<file path="src/rtl/cmd_seq_pkg.sv">
// cmd_seq_pkg: shared types and constants for the host-side command sequencer.
//   seq_state_t  - sequencer FSM states
//   ACK_DEFAULT  - response byte meaning success
//   OP_*         - opcode field (bits [15:12]) values and helper
package cmd_seq_pkg;

  localparam int unsigned CMD_W  = 16;
  localparam int unsigned RESP_W = 8;
  localparam int unsigned CNT_W  = 8;

  typedef enum logic [2:0] {
    IDLE      = 3'd0,
    SEND      = 3'd1,
    WAIT_SNT  = 3'd2,
    WAIT_RESP = 3'd3,
    ERR       = 3'd4
  } seq_state_t;

  localparam logic [RESP_W-1:0] ACK_DEFAULT = 8'hA5;

  // Opcode field of a command word
  localparam int unsigned OP_MSB  = 15;
  localparam int unsigned OP_LSB  = 12;
  localparam logic [3:0]  OP_CAL  = 4'h2;
  localparam logic [3:0]  OP_MOVE = 4'h4;

  function automatic logic [3:0] cmd_opcode(input logic [CMD_W-1:0] c);
    return c[OP_MSB:OP_LSB];
  endfunction

endpackage

</file>
<file path="src/rtl/cmd_seq_fifo.sv">
// cmd_fifo: synchronous command FIFO, DEPTH entries (power of two) of CMD_W bits.
//   clk, rst    - clock, async active-high reset (pointers/count cleared)
//   flush       - discard all entries
//   push, wdata - write request and data
//   pop         - remove head entry
//   rdata       - current head entry (valid when !empty)
//   full, empty - occupancy status, decoded from the count register
//   drop        - push rejected this cycle because the FIFO was full
module cmd_fifo
  import cmd_seq_pkg::*;
#(
  parameter int unsigned DEPTH = 8
) (
  input  logic             clk,
  input  logic             rst,
  input  logic             flush,
  input  logic             push,
  input  logic [CMD_W-1:0] wdata,
  input  logic             pop,
  output logic [CMD_W-1:0] rdata,
  output logic             full,
  output logic             empty,
  output logic             drop
);

  localparam int unsigned AW = $clog2(DEPTH);
  localparam int unsigned CW = $clog2(DEPTH + 1);

  logic [CMD_W-1:0] mem [DEPTH];
  logic [AW-1:0]    wr_ptr;
  logic [AW-1:0]    rd_ptr;
  logic [CW-1:0]    count;
  logic             do_push;
  logic             do_pop;

  assign full  = (count == CW'(DEPTH));
  assign empty = (count == '0);
  assign rdata = mem[rd_ptr];

  // A pop in the same cycle frees the slot a push into a full FIFO needs
  assign do_pop  = pop && !empty;
  assign do_push = push && (!full || do_pop);
  assign drop    = push && full && !do_pop;

  // Pointer and occupancy tracking; pointers wrap naturally (DEPTH = 2**AW)
  always_ff @(posedge clk or posedge rst) begin
    if (rst) begin
      wr_ptr <= '0;
      rd_ptr <= '0;
      count  <= '0;
    end else if (flush) begin
      wr_ptr <= '0;
      rd_ptr <= '0;
      count  <= '0;
    end else begin
      if (do_push) wr_ptr <= wr_ptr + AW'(1);
      if (do_pop)  rd_ptr <= rd_ptr + AW'(1);
      if (do_push && !do_pop)      count <= count + CW'(1);
      else if (do_pop && !do_push) count <= count - CW'(1);
    end
  end

  // Storage array, no reset needed: contents are only read behind count
  always_ff @(posedge clk) begin
    if (do_push && !flush) mem[wr_ptr] <= wdata;
  end

endmodule

</file>
<file path="src/rtl/cmd_seq.sv">
// cmd_seq: host-side command sequencer. Queues 16-bit commands and issues
// them one at a time over the RemoteComm handshake, waiting for a response
// byte after each; flags NAKs, timeouts and FIFO overflow.
//   clk, rst            - clock, async active-high reset
//   wr_cmd, wr_data     - push a command word
//   abort               - flush queue, clear errors, return to IDLE
//   clr_err             - leave ERR and retry the head command
//   snd_cmd, cmd        - launch pulse and command word to RemoteComm
//   cmd_snt             - RemoteComm finished shifting the command
//   resp_rdy, resp      - response strobe and byte
//   full, empty         - queue status
//   busy                - sequencer not in IDLE
//   err_nak, err_timeout, ovfl - sticky error flags
//   done_cnt            - number of ACKed commands (wraps)
module cmd_seq
  import cmd_seq_pkg::*;
#(
  parameter int unsigned       DEPTH   = 8,
  parameter int unsigned       TIMEOUT = 1_000_000,
  parameter logic [RESP_W-1:0] ACK     = ACK_DEFAULT
) (
  input  logic              clk,
  input  logic              rst,
  input  logic              wr_cmd,
  input  logic [CMD_W-1:0]  wr_data,
  input  logic              abort,
  input  logic              clr_err,
  output logic              snd_cmd,
  output logic [CMD_W-1:0]  cmd,
  input  logic              cmd_snt,
  input  logic              resp_rdy,
  input  logic [RESP_W-1:0] resp,
  output logic              full,
  output logic              empty,
  output logic              busy,
  output logic              err_nak,
  output logic              err_timeout,
  output logic              ovfl,
  output logic [CNT_W-1:0]  done_cnt
);

  localparam int unsigned TW = $clog2(TIMEOUT + 1);

  seq_state_t       state;
  seq_state_t       state_nxt;
  logic [TW-1:0]    tmr;
  logic             tmr_hit;
  logic [CMD_W-1:0] head;
  logic             drop_c;
  logic             ack_c;
  logic             nak_c;
  logic             tmo_c;
  logic             clr_c;
  logic             load_c;

  cmd_fifo #(.DEPTH(DEPTH)) u_fifo (
    .clk   (clk),
    .rst   (rst),
    .flush (abort),
    .push  (wr_cmd && !abort),
    .wdata (wr_data),
    .pop   (ack_c),
    .rdata (head),
    .full  (full),
    .empty (empty),
    .drop  (drop_c)
  );

  assign snd_cmd = (state == SEND);
  assign busy    = (state != IDLE);
  assign tmr_hit = (tmr == TW'(TIMEOUT - 1));

  // State register
  always_ff @(posedge clk or posedge rst) begin
    if (rst) state <= IDLE;
    else     state <= state_nxt;
  end

  // Next-state and per-cycle strobes; abort overrides everything
  always_comb begin
    state_nxt = state;
    ack_c     = 1'b0;
    nak_c     = 1'b0;
    tmo_c     = 1'b0;
    clr_c     = 1'b0;
    load_c    = 1'b0;
    if (abort) begin
      state_nxt = IDLE;
    end else begin
      unique case (state)
        IDLE: begin
          if (!empty) begin
            state_nxt = SEND;
            load_c    = 1'b1;
          end
        end
        SEND: state_nxt = WAIT_SNT;
        // resp_rdy in WAIT_SNT doubles as cmd_snt; it also beats expiry
        WAIT_SNT, WAIT_RESP: begin
          if (resp_rdy) begin
            if (resp == ACK) begin
              ack_c     = 1'b1;
              state_nxt = IDLE;
            end else begin
              nak_c     = 1'b1;
              state_nxt = ERR;
            end
          end else if (tmr_hit) begin
            tmo_c     = 1'b1;
            state_nxt = ERR;
          end else if (state == WAIT_SNT && cmd_snt) begin
            state_nxt = WAIT_RESP;
          end
        end
        ERR: begin
          if (clr_err) begin
            clr_c     = 1'b1;
            state_nxt = IDLE;
          end
        end
        default: state_nxt = IDLE;
      endcase
    end
  end

  // Response timer: zeroed while launching, runs while awaiting the robot
  always_ff @(posedge clk or posedge rst) begin
    if (rst) begin
      tmr <= '0;
    end else if (state == SEND) begin
      tmr <= '0;
    end else if (state == WAIT_SNT || state == WAIT_RESP) begin
      tmr <= tmr + TW'(1);
    end
  end

  // Command word latched on entry to SEND and held until the next launch
  always_ff @(posedge clk or posedge rst) begin
    if (rst)         cmd <= '0;
    else if (load_c) cmd <= head;
  end

  // ACK counter, untouched by abort
  always_ff @(posedge clk or posedge rst) begin
    if (rst)        done_cnt <= '0;
    else if (ack_c) done_cnt <= done_cnt + CNT_W'(1);
  end

  // Sticky error flags
  always_ff @(posedge clk or posedge rst) begin
    if (rst) begin
      err_nak     <= 1'b0;
      err_timeout <= 1'b0;
      ovfl        <= 1'b0;
    end else if (abort) begin
      err_nak     <= 1'b0;
      err_timeout <= 1'b0;
      ovfl        <= 1'b0;
    end else begin
      if (clr_c) begin
        err_nak     <= 1'b0;
        err_timeout <= 1'b0;
      end
      if (nak_c)  err_nak     <= 1'b1;
      if (tmo_c)  err_timeout <= 1'b1;
      if (drop_c) ovfl        <= 1'b1;
    end
  end

endmodule

</file>
<file path="config.mk">
export PLATFORM = sky130hd
export DESIGN_NAME = cmd_seq
export DESIGN_NICKNAME = d
export VERILOG_FILES = /design/src/rtl/cmd_seq_pkg.sv /design/src/rtl/cmd_seq_fifo.sv /design/src/rtl/cmd_seq.sv
export SDC_FILE = /design/constraint.sdc
export NUM_CORES = 1
export LEC_CHECK = 0
export CORE_ASPECT_RATIO = 1.5
export CORE_MARGIN = 1
export CORE_UTILIZATION = 60
export DETAILED_ROUTE_END_ITERATION = 12
export DONT_BUFFER_PORTS = 1
export PLACE_DENSITY = 0.77
export SLEW_MARGIN = 10
export SYNTH_ARGS = -nofsm -noshare
export SYNTH_HDL_FRONTEND = slang
export SYNTH_HIERARCHICAL = 1
export SYNTH_SLANG_ARGS = --single-unit
export TNS_END_PERCENT = 5
</file>
<file path="constraint.sdc">
create_clock -name clk -period 4.42 [get_ports clk]
set_input_delay 0.442 -clock clk [delete_from_list [all_inputs] [get_ports clk]]
set_output_delay 0.442 -clock clk [all_outputs]
set_load 0.01 [all_outputs]
</file>
==> impl_summary.log <==
[metrics] status: completed
[metrics] area inside the core boundary: 0.0131 sq mm
[metrics] relative slew slack: 0.196
[metrics] number of buffers created by CTS: 17
[metrics] core utilization of the finished layout: 0.682
[metrics] post-synthesis instance area: ~0.0082 sq mm
[metrics] wire length of the first global-routing pass: about 25000 um
[metrics] total power: a little over 4 mW
[metrics] power per unit of standard cell area: 451 mW/mm^2
[metrics] synthesized instance count: 510
[metrics] worst path required time: 4.52 ns
[metrics] Final Wtd Congestion: 0.822
[metrics] library cell used as clock root buffer: sky130_fd_sc_hd__clkbuf_16
[metrics] Routed wire per std cell: approximately 23 um
[metrics] crit path kind: flop to flop
[metrics] Fin Clk Skew: 0.0126 ns
[metrics] number of design rule violations left after detail routing: 0
[metrics] EDFF count, synth: 128
[metrics] Tightest Hold Check Type: input pin to flop
[metrics] overall die height: 145 um
[metrics] crit path setup slack, layout: 1.25 ns
[metrics] Max-cap violations: 0
[metrics] Synth area leader: sky130_fd_sc_hd__edfxtp_1
[metrics] number of antenna violations at the first check in global routing: 0
[metrics] first-iteration detailed-routing DRC count: between 200 and 250
[metrics] Leak Pwr: 3.28 nW
[metrics] most used flip-flop cell after synthesis: sky130_fd_sc_hd__edfxtp_1
[metrics] IR Drop Worst-Case VDD: 325 uV
[metrics] IO Count: 62
[metrics] detailed-routing iteration count for the pre-antenna-repair pass: 5
[metrics] count of non-filler cells in the finished layout: 686
[metrics] synthesized area per cell: 16.1 sq um
[metrics] Clock transition at path regs: 0.08 ns
[metrics] GRT Util Overall: 0.233
[metrics] number of global-route vias before repair: between 4k and 5k
[metrics] number of nets in the final layout: between 500 and 600
[metrics] maximum clock frequency: 315 MHz
[metrics] worst slew pin tran: 1.20 ns
[metrics] final critical path time including I/O delays and setup: 3.17 ns
[metrics] Die W: 97.4 um
[metrics] critical path fanouts, max: 16
[metrics] unrepaired setup endpoints after global routing: no
[metrics] critical path capture point type: flop
[metrics] top cells by area, synth: sky130_fd_sc_hd__edfxtp_1 (47%), sky130_fd_sc_hd__dfrtp_1 (18%), sky130_fd_sc_hd__mux4_1 (8.0%)
[metrics] final count of hold timing violations: 0
[metrics] GR Overflow Total: 0
[metrics] category of the worst setup path launch point: flop
[metrics] CTS HTree Levels: 4
[metrics] post-route clock period utilization: 0.718
[metrics] Synth async-reset ratio: 0.319
[metrics] CTS sink count: approximately 190
[metrics] P&R area growth vs syn: 9.41%
[metrics] Detailed Place HPWL: 9580 um
[metrics] data arrival time of the critical path: between 3 and 4 ns
[metrics] Post-Route Setup TNS: 0 ns
[metrics] share of cells above drive strength 1: 0.186
[metrics] area enclosed by the die boundary: between 0.01 and 0.015 sq mm
[metrics] worst slack at placement: 1.27 ns
[metrics] net count after synthesis: 548
[metrics] number of warning messages in the yosys log: 6
[metrics] total number of vias: 4493
[metrics] total wirelength of the detailed-routed design: between 15000 and 20000 um
[metrics] number of buffers added on ports: 0
[metrics] placed instance count: 653
[metrics] Synth Register Bits: roughly 190
[metrics] number of distinct library cells after synthesis: 65
[metrics] TritonCTS clock tree: built
[metrics] total setup violations reported at the end of the flow: 0
[metrics] maximum clock insertion buffer count: 2
[metrics] maximum number of pins on one net before global-route repair: 51
[metrics] Post-CTS Setup Bufs: 0
[metrics] effective utilization at floorplan: 0.623
[metrics] sequential-to-total area share from yosys stat: 0.653
[metrics] via/cell ratio: around 6.5
[metrics] Site Rows: 51
[metrics] fraction of post-synthesis cell area in the top cell type by area: 0.469
[metrics] final antenna-violating net count: 0
[metrics] clk_lat worst skew: 0.43 ns
[metrics] final number of max-transition violations: 0
[metrics] # diodes: 0
-- cells in the final DEF, fill, tap and decap left out, types with 3 or more instances in the layout --
cell                        synthesis  final
sky130_fd_sc_hd__a211oi_1           3      3
sky130_fd_sc_hd__a21oi_1            9      9
sky130_fd_sc_hd__a31oi_1            6      6
sky130_fd_sc_hd__and3_1             9      9
sky130_fd_sc_hd__buf_4              0     13
sky130_fd_sc_hd__clkbuf_16          0     17
sky130_fd_sc_hd__clkinv_8           0      7
sky130_fd_sc_hd__dfrtp_1           60     60
sky130_fd_sc_hd__edfxtp_1         128    128
sky130_fd_sc_hd__ha_1               6      6
sky130_fd_sc_hd__inv_1             12     11
sky130_fd_sc_hd__inv_6              0      3
sky130_fd_sc_hd__mux2_2            24     24
sky130_fd_sc_hd__mux2_4             9      9
sky130_fd_sc_hd__mux4_1            25     25
sky130_fd_sc_hd__mux4_2             7      7
sky130_fd_sc_hd__nand2_1           23     23
sky130_fd_sc_hd__nand2b_1           5      5
sky130_fd_sc_hd__nand3_1           15     15
sky130_fd_sc_hd__nand3b_1           3      3
sky130_fd_sc_hd__nand4_1            9      9
sky130_fd_sc_hd__nor2_1            26     26
sky130_fd_sc_hd__nor2b_1            4      4
sky130_fd_sc_hd__nor3_1             8      6
sky130_fd_sc_hd__nor4_1             5      3
sky130_fd_sc_hd__nor4bb_1           4      4
sky130_fd_sc_hd__o211ai_1           3      3
sky130_fd_sc_hd__o21ai_0           15     15
sky130_fd_sc_hd__o31ai_1            4      4
sky130_fd_sc_hd__or3_1              4      4
sky130_fd_sc_hd__xnor2_1            8      8
sky130_fd_sc_hd__xor2_1             6      6
-- cell families (layout without fill, tap and decap cells) --
group / Yosys count / in the layout / synth area share
AO/OA/AOI/OAI: 65 / 65 / 0.0567
multiplexers: 67 / 67 / 0.151
adder cells (fa/ha/maj): 7 / 7 / 0.0116
XOR/XNOR: 14 / 14 / 0.0150
AND/OR/NAND/NOR: 128 / 128 / 0.0857
flip-flops: 188 / 188 / 0.653
buffers and inverters: 41 / 58 / 0.0269
-- final timing paths --
| check | from | endpoint | slack [ns] | cells after the start |
|---|---|---|---|---|
| min in group asynchronous | rst | cmd[9]$_DFFE_PP0P_ | 0.08 | 2 |
| max in group asynchronous | rst | u_fifo/rd_ptr[2]$_DFFE_PP0P_ | 3.68 | 2 |
| min | abort | u_fifo/rd_ptr[0]$_DFFE_PP0P_ | 0.07 | 1 |
| max | state[2]$_DFFE_PP0P_ | u_fifo/mem[0][0]$_DFFE_PP_ | 1.25 | 7 |
| max reg2reg | state[2]$_DFFE_PP0P_ | u_fifo/mem[0][0]$_DFFE_PP_ | 1.25 | 7 |
| min reg2reg | tmr[13]$_DFFE_PP0P_ | tmr[13]$_DFFE_PP0P_ | 0.50 | 1 |
-- state kept, by name (all words and copies together), names as in the netlist --
signal         flops
u_fifo/wr_ptr      3
ovfl               1
u_fifo/count       4
tmr               20
err_timeout        1
u_fifo/mem       128
u_fifo/rd_ptr      3
state              3
err_nak            1
cmd               16
done_cnt           8
-- per-layer routing --
metal	vias up	wire (um)	track usage	share of wire
met5	-	0	0	0
met4	0	376	0.102	0.024
met3	22	607	0.0496	0.039
met2	114	8370	0.402	0.54
met1	2339	6130	0.280	0.40
li1	2018	-	-	-
-- worst max-delay path, stage by stage (launching register included) --
cell and delay, ns:
sky130_fd_sc_hd__dfrtp_1 0.49, sky130_fd_sc_hd__nor4bb_1 0.64, sky130_fd_sc_hd__and3_1 0.53, sky130_fd_sc_hd__nand2b_1 0.27
sky130_fd_sc_hd__o21ai_4 0.08, sky130_fd_sc_hd__or2_2 0.34, sky130_fd_sc_hd__nor4_2 0.16, sky130_fd_sc_hd__buf_4 0.33
-- stage by stage --
stage	hold slack [ns]	cell area [sq um]
floorplan	0.282	8190
finish	0.0749	8960
CTS	0.0542	8960
global route	0.0575	8960
detailed placement	0.340	8330
global placement	0.347	8330
-- area by class of cell --
class,count,area (sq um)
inverter,12,45.0
timing repair buffer,14,108
clock buffer,17,425
sequential,188,5350
multi-input combinational,281,2650
clock inverter,15,191
fill,880,4190
tap,159,199
-- cell usage after synthesis (all sizes together) (5+ instances only) --
cell type	count
clkbuf	14
a21oi	9
nand3	15
a31oi	6
dfrtp	60
nand4	10
nand2b	5
nor4	5
ha	6
edfxtp	128
inv	12
mux2	33
buf	15
mux4	32
o21ai	17
nor2	26
nor3	8
xnor2	8
and3	9
xor2	6
nand2	23
-- power by group --
group | leakage [nW] | switching (mW) | internal [mW] | total, mW
logic | 1.04 | 0.206 | 0.180 | 0.386
registers | 1.95 | 0.135 | 1.99 | 2.13
clock network | 0.296 | 0.753 | 0.773 | 1.53
total | 3.28 | 1.09 | 2.95 | 4.04
-- timing repair --
action	4_1_cts	5_1_grt
hold buffers	1	0
endpoints found under the setup margin	0	0
gates resized for setup	0	0
hold endpoints to repair	10	0
Power figures use the tool's default switching activity.
